[src/rtl/ternary_matvec_engine.sv]
// Ternary matrix-vector engine: streams x, accumulates y = W^T.x across all
// columns in parallel, then drains saturated 8-bit results one column per beat.
module ternary_matvec_engine #(
    parameter int MAX_IN_LEN  = 16,
    parameter int MAX_OUT_LEN = 8,
    parameter int ACC_W       = 13
) (
    input  logic                                 clk,
    input  logic                                 rst_n,
    input  logic                                 ena,
    input  logic [6:0]                           i_param,
    input  logic [2*MAX_IN_LEN*MAX_OUT_LEN-1:0]  i_weights,
    input  logic                                 i_weights_ready,
    input  logic [7:0]                           i_data,
    input  logic                                 i_valid,
    output logic                                 o_in_ready,
    output logic [7:0]                           o_data,
    output logic                                 o_valid,
    output logic                                 o_last,
    input  logic                                 i_out_ready,
    output logic                                 o_busy
);

    localparam int IDX_W = $clog2(MAX_IN_LEN);
    localparam int K_W   = $clog2(MAX_OUT_LEN);

    localparam logic signed [ACC_W-1:0] SAT_HI = ACC_W'(127);
    localparam logic signed [ACC_W-1:0] SAT_LO = -ACC_W'(128);

    typedef enum logic [1:0] {
        S_IDLE,
        S_ACCUM,
        S_DRAIN
    } state_t;

    state_t                  r_state;
    logic signed [ACC_W-1:0] r_acc [MAX_OUT_LEN];
    logic [IDX_W-1:0]        r_idx;
    logic [IDX_W-1:0]        r_in_m1;
    logic [K_W-1:0]          r_k;
    logic [K_W-1:0]          r_out_m1;
    logic [7:0]              r_o_data;
    logic                    r_o_valid;
    logic                    r_o_last;

    logic                    w_accept;
    logic [IDX_W-1:0]        w_row;
    logic signed [ACC_W-1:0] w_x;
    logic [1:0]              w_code [MAX_OUT_LEN];
    logic signed [ACC_W-1:0] w_term [MAX_OUT_LEN];
    logic [K_W-1:0]          w_k_next;

    function automatic logic [7:0] sat8(input logic signed [ACC_W-1:0] v);
        if (v > SAT_HI)      return 8'h7f;
        else if (v < SAT_LO) return 8'h80;
        else                 return v[7:0];
    endfunction

    assign o_in_ready = ena && i_weights_ready &&
                        ((r_state == S_IDLE) || (r_state == S_ACCUM));
    assign w_accept   = i_valid && o_in_ready;
    assign w_k_next   = r_k + K_W'(1);

    assign o_data  = r_o_data;
    assign o_valid = r_o_valid;
    assign o_last  = r_o_last;
    assign o_busy  = (r_state != S_IDLE);

    // Weights are read live; the loader keeps them stable for the whole run.
    always_comb begin
        w_row = (r_state == S_IDLE) ? '0 : r_idx;
        w_x   = ACC_W'(signed'(i_data));
        for (int j = 0; j < MAX_OUT_LEN; j++) begin
            w_code[j] = i_weights[(int'(w_row) * MAX_OUT_LEN + j) * 2 +: 2];
            case (w_code[j])
                2'b01:   w_term[j] = w_x;
                2'b11:   w_term[j] = -w_x;
                default: w_term[j] = '0;
            endcase
        end
    end

    always_ff @(posedge clk) begin
        if (!rst_n) begin
            r_state   <= S_IDLE;
            r_idx     <= '0;
            r_in_m1   <= '0;
            r_k       <= '0;
            r_out_m1  <= '0;
            r_o_data  <= '0;
            r_o_valid <= 1'b0;
            r_o_last  <= 1'b0;
            // NOTE: the accumulator array is small register state, not a RAM, so it resets like any flop.
            for (int j = 0; j < MAX_OUT_LEN; j++) r_acc[j] <= '0;
        end else begin
            case (r_state)
                S_IDLE: begin
                    if (w_accept) begin
                        r_in_m1  <= i_param[6:3];
                        r_out_m1 <= i_param[2:0];
                        r_k      <= '0;
                        for (int j = 0; j < MAX_OUT_LEN; j++) r_acc[j] <= w_term[j];
                        if (i_param[6:3] == '0) begin
                            r_idx   <= '0;
                            r_state <= S_DRAIN;
                        end else begin
                            r_idx   <= IDX_W'(1);
                            r_state <= S_ACCUM;
                        end
                    end
                end
                S_ACCUM: begin
                    if (w_accept) begin
                        for (int j = 0; j < MAX_OUT_LEN; j++) r_acc[j] <= r_acc[j] + w_term[j];
                        if (r_idx == r_in_m1) begin
                            r_k     <= '0;
                            r_state <= S_DRAIN;
                        end else begin
                            r_idx <= r_idx + IDX_W'(1);
                        end
                    end
                end
                S_DRAIN: begin
                    // First drain cycle loads column 0; afterwards each handshake loads the next.
                    if (!r_o_valid) begin
                        r_o_valid <= 1'b1;
                        r_o_data  <= sat8(r_acc[r_k]);
                        r_o_last  <= (r_k == r_out_m1);
                    end else if (i_out_ready) begin
                        if (r_o_last) begin
                            r_o_valid <= 1'b0;
                            r_o_last  <= 1'b0;
                            r_k       <= '0;
                            r_idx     <= '0;
                            r_state   <= S_IDLE;
                        end else begin
                            r_k      <= w_k_next;
                            r_o_data <= sat8(r_acc[w_k_next]);
                            r_o_last <= (w_k_next == r_out_m1);
                        end
                    end
                end
                default: r_state <= S_IDLE;
            endcase
        end
    end

endmodule

[config.mk]
export PLATFORM = sky130hd
export DESIGN_NAME = ternary_matvec_engine
export DESIGN_NICKNAME = d
export VERILOG_FILES = /design/src/rtl/ternary_matvec_engine.sv
export SDC_FILE = /design/constraint.sdc
export NUM_CORES = 1
export LEC_CHECK = 0
export CORE_MARGIN = 2
export CORE_UTILIZATION = 59
export DETAILED_ROUTE_END_ITERATION = 10
export PLACE_DENSITY = 0.91
export SETUP_SLACK_MARGIN = 0.02
export SYNTH_ARGS = -nofsm -noshare
export SYNTH_HDL_FRONTEND = slang
export SYNTH_SLANG_ARGS = --single-unit
[constraint.sdc]
create_clock -name clk -period 9.9 [get_ports clk]
set_clock_uncertainty 0.2 [all_clocks]
set_input_delay 0.99 -clock clk [delete_from_list [all_inputs] [get_ports clk]]
set_output_delay 0.99 -clock clk [all_outputs]
set_load 0.01 [all_outputs]
==> reports/results.md, run 1 <==
| Result | This run | Unit |
| --- | --- | --- |
| Run status | finished, final reports clean | - |
| Period minus WS final | 6.555 | ns |
| Largest family of logic cells by synthesized area | compound AO/OA/AOI/OAI gates | - |
| Post-synth net total | 2078 | - |
| Final HPWL DP | 44.43 | mm |
| Worst ir drop on vdd | 0.0001451 | V |
| Setup repair after global routing missed its margin | false | - |
| Max transition margin | 19.26 | % |
| Remaining number of nets flagged by the antenna check after routing | 0 | - |
| Synth Area in Simple Gates | 17.67 | % |
| Leading register cell type out of synthesis | sky130_fd_sc_hd__edfxtp_1 | - |
| Hold-critical path depth | 2 | - |
| Area enclosed by the die boundary | 26940 | um2 |
| Total number of vias | 16070 | - |
| Synth top area cells | sky130_fd_sc_hd__edfxtp_1, sky130_fd_sc_hd__ha_1, sky130_fd_sc_hd__mux4_2 | - |
| Seq/Total Area, Yosys | 24.48 | % |
| Highest net fanout along the worst path | 11 | - |
| Number of enable-type register cells in the synthesized netlist | 104 | - |
| Async set or reset register ratio after synthesis | 0 | % |
| Part of the cycle the worst path needs | 66.21 | % |
| Clk slew on worst S/H paths | 0.06 | ns |
| # clock sinks | 133 | - |
| Fill cell total of the finished layout | 1743 | - |
| Routed via count divided by cell count | 7.072 | - |
| Accumulated negative setup slack | 0 | ns |
| Die height | 164.1 | um |
| Adder-cell area share of the yosys netlist | 9.577 | % |
| Post-Place Cells | 2233 | - |
| Number of buffers created by CTS | 17 | - |
| CTS H-Tree Depth | 4 | - |
| Final-layout worst hold slack | 0.2608 | ns |
| Initial Util | 60.08 | % |
| Post-Synthesis Mean Instance Area | 8.952 | um2 |
| Number of gates given a new drive strength after cts | 0 | - |
| Number of antenna violations at the first check in global routing | 11 | - |
| Total track usage | 44.43 | % |
| Clock tree from TritonCTS | built | - |
| Post-CTS Setup Repair Bufs | 0 | - |
| Number of max-slew violations in the final report | 0 | - |
| Slew of the pin with the lowest slew margin | 1.208 | ns |
| Final setup vio count | 0 | - |
| Multiplexer share of the synthesized area | 16.05 | % |
| Power Dens Cells | 160.5 | nW/um2 |
| Number of cell instances on the worst register-to-register path | 18 | - |
| I/O pin count | 289 | - |
| Endpoint required time on the critical path | 9.90 | ns |
| Wire length per cell | 26.60 | um |
| Post-Syn Instances | 1690 | - |
| Relative area change from synthesis to final layout | 24.28 | % |
| Remaining global-route overflow | 0 | - |
| Post-route DRC violation count | 0 | - |
| Count of port buffers added during placement | 288 | - |
| Library cell occupying the most area in the post-synthesis netlist | sky130_fd_sc_hd__edfxtp_1 | - |
| Warnings, synthesis | 0 | - |
| Critical Path AT | 6.56 | ns |
| Cell types with the highest counts after synthesis | sky130_fd_sc_hd__nor2_1, sky130_fd_sc_hd__nand2_1, sky130_fd_sc_hd__edfxtp_1 | - |
| Width of the chip | 164.1 | um |
| Final cell count without fillers | 2272 | - |
| Category of the most critical setup path | in2reg | - |
| Placeable Area | 25180 | um2 |
| Cts-stage hold buffer count | 0 | - |
| Final Routed Wirelength | 60.44 | mm |
| Share of final-layout standard cells stronger than drive strength 1 | 8.682 | % |
| Compound-gate portion of the synthesized area | 20.36 | % |
| Number of detailed-route iterations in the first pass | 7 | - |
| Fin. Hold Viols | 0 | - |
| Final nets | 2310 | - |
| Distinct cell type count after synthesis | 84 | - |
| Core Rows | 58 | - |
| Initial DRC count | 2573 | - |
| Most numerous cell in the Yosys netlist | sky130_fd_sc_hd__nor2_1 | - |
| Count of maximum capacitance violations | 0 | - |
| Vias in the first global route | 15450 | - |
| Insertion delay of the later-clocked pin in the worst-skew pair | 0.45 | ns |
| Max clock buf depth | 2 | - |
| P_leak | 7.116 | nW |
| Proportion of netlist area held by the largest area contributor | 20.64 | % |
| CP Launch Type | primary input | - |
| Crit end category | flop | - |
| Post-Synth XOR/XNOR Area | 8.113 | % |
| Largest net degree at the start of global routing | 63 | - |
| Wire length of the first global-routing pass | 89.41 | mm |
| Maximum frequency from static timing analysis | 152.6 | MHz |
| Routability congestion estimate from global placement | 1.054 | - |
| Seq cells post-synth | 133 | - |
| Cell area after technology mapping | 15130 | um2 |
| Root Buffer Master | sky130_fd_sc_hd__clkbuf_16 | - |
| Path type of the worst min-delay path | reg2reg | - |
[worst max-delay path: stages]
cell and delay (ns):
sky130_fd_sc_hd__clkdlybuf4s50_1 0.49, sky130_fd_sc_hd__inv_1 0.38, sky130_fd_sc_hd__ha_1 0.41, sky130_fd_sc_hd__nor3b_1 1.00, sky130_fd_sc_hd__nor3b_2 0.70, sky130_fd_sc_hd__nor2_1 0.11, sky130_fd_sc_hd__xnor2_1 0.33, sky130_fd_sc_hd__nor2_1 0.09
sky130_fd_sc_hd__ha_1 0.28, sky130_fd_sc_hd__or3_1 0.38, sky130_fd_sc_hd__o211a_1 0.24, sky130_fd_sc_hd__o21a_1 0.19, sky130_fd_sc_hd__o21a_1 0.18, sky130_fd_sc_hd__o41ai_1 0.32, sky130_fd_sc_hd__xnor3_1 0.27, sky130_fd_sc_hd__a21o_1 0.18
[where the power goes]
part	leakage, nW	switching [W]	total [W]	internal (W)
clock	0.291	0.000302	0.000650	0.000348
sequential	1.32	0.0000988	0.000783	0.000684
combinational	5.50	0.000901	0.00158	0.000684
[cells in the final DEF, fill, tap and decap left out, drive strengths merged, types with 7 or more instances in the layout]
| cell type | netlist | final |
|---|---|---|
| mux2 | 21 | 21 |
| clkbuf | 58 | 18 |
| inv | 26 | 39 |
| diode | 0 | 7 |
| a21oi | 87 | 87 |
| clkdlybuf4s50 | 0 | 288 |
| dfxtp | 29 | 29 |
| o22a | 8 | 8 |
| nor4 | 9 | 9 |
| or2 | 13 | 13 |
| o22ai | 24 | 24 |
| nand2b | 28 | 28 |
| nor2 | 197 | 197 |
| and2 | 15 | 15 |
| xnor2 | 93 | 93 |
| nor3b | 13 | 13 |
| buf | 47 | 30 |
| mux2i | 93 | 93 |
| and3 | 9 | 9 |
| a22o | 25 | 25 |
| nor3 | 51 | 51 |
| a211oi | 20 | 20 |
| a21boi | 17 | 17 |
| a2111oi | 8 | 8 |
| xor2 | 42 | 42 |
| a21o | 25 | 25 |
| mux4 | 56 | 56 |
| nor2b | 23 | 23 |
| o221ai | 19 | 19 |
| a31oi | 12 | 12 |
| o32ai | 27 | 27 |
| or3 | 25 | 25 |
| nand3 | 28 | 28 |
| edfxtp | 104 | 104 |
| fa | 8 | 8 |
| nand2 | 131 | 131 |
| o21ai | 102 | 102 |
| ha | 103 | 103 |
[final timing paths]
check        slack [ns]           end        from
max reg2reg        3.44  r_acc[3][11]  r_state[1]
max                3.34  r_acc[1][12]   i_data[0]
min reg2reg        0.26     o_data[0]   o_data[0]
min                0.26     o_data[0]   o_data[0]
[layer usage]
| layer | global-route usage (%) | vias up | share of wire, % |
|---|---|---|---|
| met1 | 53.46 | 7509 | 34 |
| met5 | 0 | - | 0.022 |
| met3 | 17.45 | 306 | 16 |
| met2 | 68.07 | 1361 | 44 |
| li1 | - | 6890 | - |
| met4 | 24.52 | 2 | 6.3 |
[cell type report]
| class | count | area [um2] | share of cell area, % |
|---|---|---|---|
| sequential | 133 | 3711 | 19.74 |
| timing repair buffer | 318 | 3108 | 16.53 |
| clock buffer | 18 | 450.4 | 2.396 |
| inverter | 27 | 101.3 | 0.5390 |
| antenna | 7 | 17.52 | 0.09316 |
| multi-input combinational | 1425 | 10880 | 57.85 |
| tap | 330 | 412.9 | 2.196 |
| clock inverter | 14 | 125.1 | 0.6654 |
[stage by stage]
step	total power (W)	util, %	area, um2	setup slack (ns)
2_1_floorplan	0.001817	-	15130	4.945
3_3_place_gp	0.002237	72.31	18210	3.356
3_5_place_dp	0.002292	72.31	18210	3.191
4_1_cts	0.002945	74.60	18790	3.560
5_1_grt	0.003132	74.65	18800	3.108
6_report	0.003017	74.67	18800	3.345
[logic make-up (layout without fill, tap and decap cells)]
family                     after synthesis  after routing
buffers and inverters                  132            377
other                                    0              7
adders and majority gates              111            111
AOI/OAI and AO/OA                      450            450
DFF                                    133            133
xor gates and xnor gates               137            137
and+or+nand+nor                        557            557
muxes                                  170            170
[sequential cells by signal (all words and copies together) (netlist names), named ones only]
| register | cells |
|---|---|
| o_data | 8 |
| o_last | 1 |
| o_valid | 1 |
| r_acc | 104 |
| r_idx | 4 |
| r_in_m1 | 4 |
| r_k | 3 |
| r_out_m1 | 3 |
| r_state | 2 |
No activity file was read; power rests on OpenSTA's default activity.
==> run 2: changes to the inputs <==
CORE_UTILIZATION = 54   (was 59)
PLACE_DENSITY = 0.85   (was 0.91)
clock period = 6.5 ns   (was 9.9 ns; I/O delays follow)
==> run 2 against run 1 <==
  * Sequential power rose by 57%
  * Clock-buffer cell count increased by 3
  * Die area is 9.0% higher
  * Setup slack worse by 2.6 ns
  * Register-to-register slack worse by 2.6 ns
  * Flip-flop and latch count stayed put
  * Power rose by 52%
  * Utilization fell by 6.2 points
==> reports/results.md, run 2 (synthesized netlist as in run 1, its figures left out) <==
| Result | This run | Unit |
| --- | --- | --- |
| Worst-path cell with the longest stage delay | sky130_fd_sc_hd__nor2b_2 | - |
| Number of cell instances on the worst register-to-register path | 19 | - |
| Multi-input gate area in the final layout | 10880 | um2 |
| Cell Chain, Critical Path | inv_1 -> ha_2 -> nor2b_2 -> buf_4 -> mux2i_1 -> o22ai_1 -> nor4_2 -> buf_4 -> nor2_1 -> xnor2_1 -> nor2_1 -> ha_1 -> or3_1 -> o211a_1 -> o21a_1 -> o21a_1 -> o41ai_1 -> xnor3_1 -> a21o_1 | - |
| Slew of the pin with the lowest slew margin | 1.345 | ns |
| CP Launch Type | flop | - |
| Insertion delay of the later-clocked pin in the worst-skew pair | 0.45 | ns |
| Number of buffers created by CTS | 17 | - |
| Routability congestion estimate from global placement | 1.042 | - |
| Core Rows | 61 | - |
| Terminus of the critical flop-to-flop path | r_acc[1][12] | - |
| Clock tree from TritonCTS | built | - |
| Number of gates given a new drive strength after cts | 0 | - |
| P_leak | 7.183 | nW |
| Relative area change from synthesis to final layout | 25.44 | % |
| Area enclosed by the die boundary | 29370 | um2 |
| Register with the most flip-flops | r_acc | - |
| Part of the cycle the worst path needs | 87.78 | % |
| Post-Layout Inst Area | 18980 | um2 |
| Cell type group with the largest total delay on the critical path | simple AND/OR/NAND/NOR gates | - |
| Setup repair after global routing missed its margin | false | - |
| Initial DRC count | 1863 | - |
| Share of final-layout standard cells stronger than drive strength 1 | 9.301 | % |
| Vias in the first global route | 15340 | - |
| CP max stage delay | 0.58 | ns |
| Power Dens Cells | 242.4 | nW/um2 |
| Hold-critical path depth | 2 | - |
| CTS H-Tree Depth | 4 | - |
| Cell Area, Placed | 18360 | um2 |
| I/O pin count | 289 | - |
| Commonest cells after routing, fill and taps aside | sky130_fd_sc_hd__clkdlybuf4s50_1, sky130_fd_sc_hd__nor2_1, sky130_fd_sc_hd__nand2_1 | - |
| Root Buffer Master | sky130_fd_sc_hd__clkbuf_16 | - |
| Period minus WS final | 5.705 | ns |
| Post-Place Setup Slack | 0.9002 | ns |
| Post-layout power | 0.004600 | W |
| Final worst-path setup slack | 0.7945 | ns |
| Post-route DRC violation count | 0 | - |
| Max transition margin | 9.986 | % |
| Initial Util | 54.61 | % |
| Footprint of the flip-flops and latches | 3712 | um2 |
| Remaining global-route overflow | 0 | - |
| Number of detailed-route iterations in the first pass | 7 | - |
| Largest register FFs | 104 | - |
| Maximum frequency from static timing analysis | 175.3 | MHz |
| CP Buf/Inv Count | 3 | - |
| Commonest non-fill, non-tap cell in the layout | sky130_fd_sc_hd__clkdlybuf4s50_1 | - |
| Run status | finished, final reports clean | - |
| Width of the chip | 171.4 | um |
| Reg-to-reg startpoint | r_state[0] | - |
| Wire length per cell | 26.39 | um |
| Die height | 171.4 | um |
| Final HPWL DP | 45.93 | mm |
| Worst ir drop on vdd | 0.0001514 | V |
| Highest net fanout along the worst path | 23 | - |
| Path type of the worst min-delay path | reg2reg | - |
| Launch instance of the worst min-delay path | o_data[1] | - |
| Max clock buf depth | 2 | - |
| Endpoint required time on the critical path | 6.50 | ns |
| Final setup vio count | 0 | - |
| Category of the most critical setup path | reg2reg | - |
| Clk slew on worst S/H paths | 0.07 | ns |
| Number of max-slew violations in the final report | 0 | - |
| Final nets | 2321 | - |
| Final cell count without fillers | 2328 | - |
| Fin. Hold Viols | 0 | - |
| Post-CTS Setup Repair Bufs | 0 | - |
| Routed via count divided by cell count | 6.771 | - |
| Fill cell total of the finished layout | 2133 | - |
| Remaining number of nets flagged by the antenna check after routing | 0 | - |
| Wire length of the first global-routing pass | 90.25 | mm |
| Largest net degree at the start of global routing | 63 | - |
| Crit end category | flop | - |
| Total number of vias | 15760 | - |
| Post-Place Cells | 2292 | - |
| Critical Path AT | 5.71 | ns |
| # clock sinks | 133 | - |
| Count of port buffers added during placement | 288 | - |
| Flop-to-flop setup slack | 0.79 | ns |
| Hold Path End | o_data[1] | - |
| Total track usage | 41.40 | % |
| Placeable Area | 27710 | um2 |
| Final Routed Wirelength | 61.44 | mm |
| Count of maximum capacitance violations | 0 | - |
| Cts-stage hold buffer count | 0 | - |
| Number of antenna violations at the first check in global routing | 5 | - |
| Accumulated negative setup slack | 0 | ns |
run 2: per-stage QoR:
step / hold slack, ns / util, %
after detailed placement: 0.2534 / 66.27
after global placement: 0.2437 / 66.27
after floorplan: 0.2551 / -
after CTS: 0.2640 / 68.46
after global routing: 0.2772 / 68.48
final: 0.2599 / 68.50
run 2: where the power goes:
| part | internal [W] | leakage (nW) | total [W] | switching (W) |
|---|---|---|---|---|
| combinational | 0.00105 | 5.56 | 0.00235 | 0.00130 |
| sequential | 0.00104 | 1.32 | 0.00123 | 0.000183 |
| clock | 0.000572 | 0.301 | 0.00102 | 0.000450 |
| total | 0.00266 | 7.18 | 0.00460 | 0.00194 |
run 2: final cells by class:
type                            instances  area share (%)
Antenna cell                            4         0.05274
Clock buffer                           21           2.664
Clock inverter                         11          0.5340
Inverter                               27          0.5340
Multi-Input combinational cell       1425           57.35
Sequential cell                       133           19.56
Tap cell                              378           2.492
Timing Repair Buffer                  329           16.81
run 2: tightest hold or removal path, delay by kind of cell (launching register included):
kind,cells,cell delay [ns]
DFF,1,0.31
and+or+nand+nor,2,0.11
run 2: how the worst max path moves through the flow:
| stage | start | end | slack [ns] | cells past startpoint |
|---|---|---|---|---|
| global route | r_state[1] | r_acc[5][11] | 0.48 | 18 |
| CTS | r_state[1] | r_acc[1][12] | 0.93 | 19 |
| floorplan | r_state[0] | r_acc[1][11] | 1.76 | 21 |
| finish | r_state[0] | r_acc[1][12] | 0.79 | 19 |
| detailed placement | i_data[0] | r_acc[4][11] | 0.90 | 16 |
| global placement | i_data[0] | r_acc[5][11] | 1.03 | 16 |
run 2: per-layer routing:
metal,GRT usage (%),wire length [um]
met1,48.70,21670
met2,63.45,26230
met3,15.23,8933
met4,27.30,4594
met5,0.5217,17
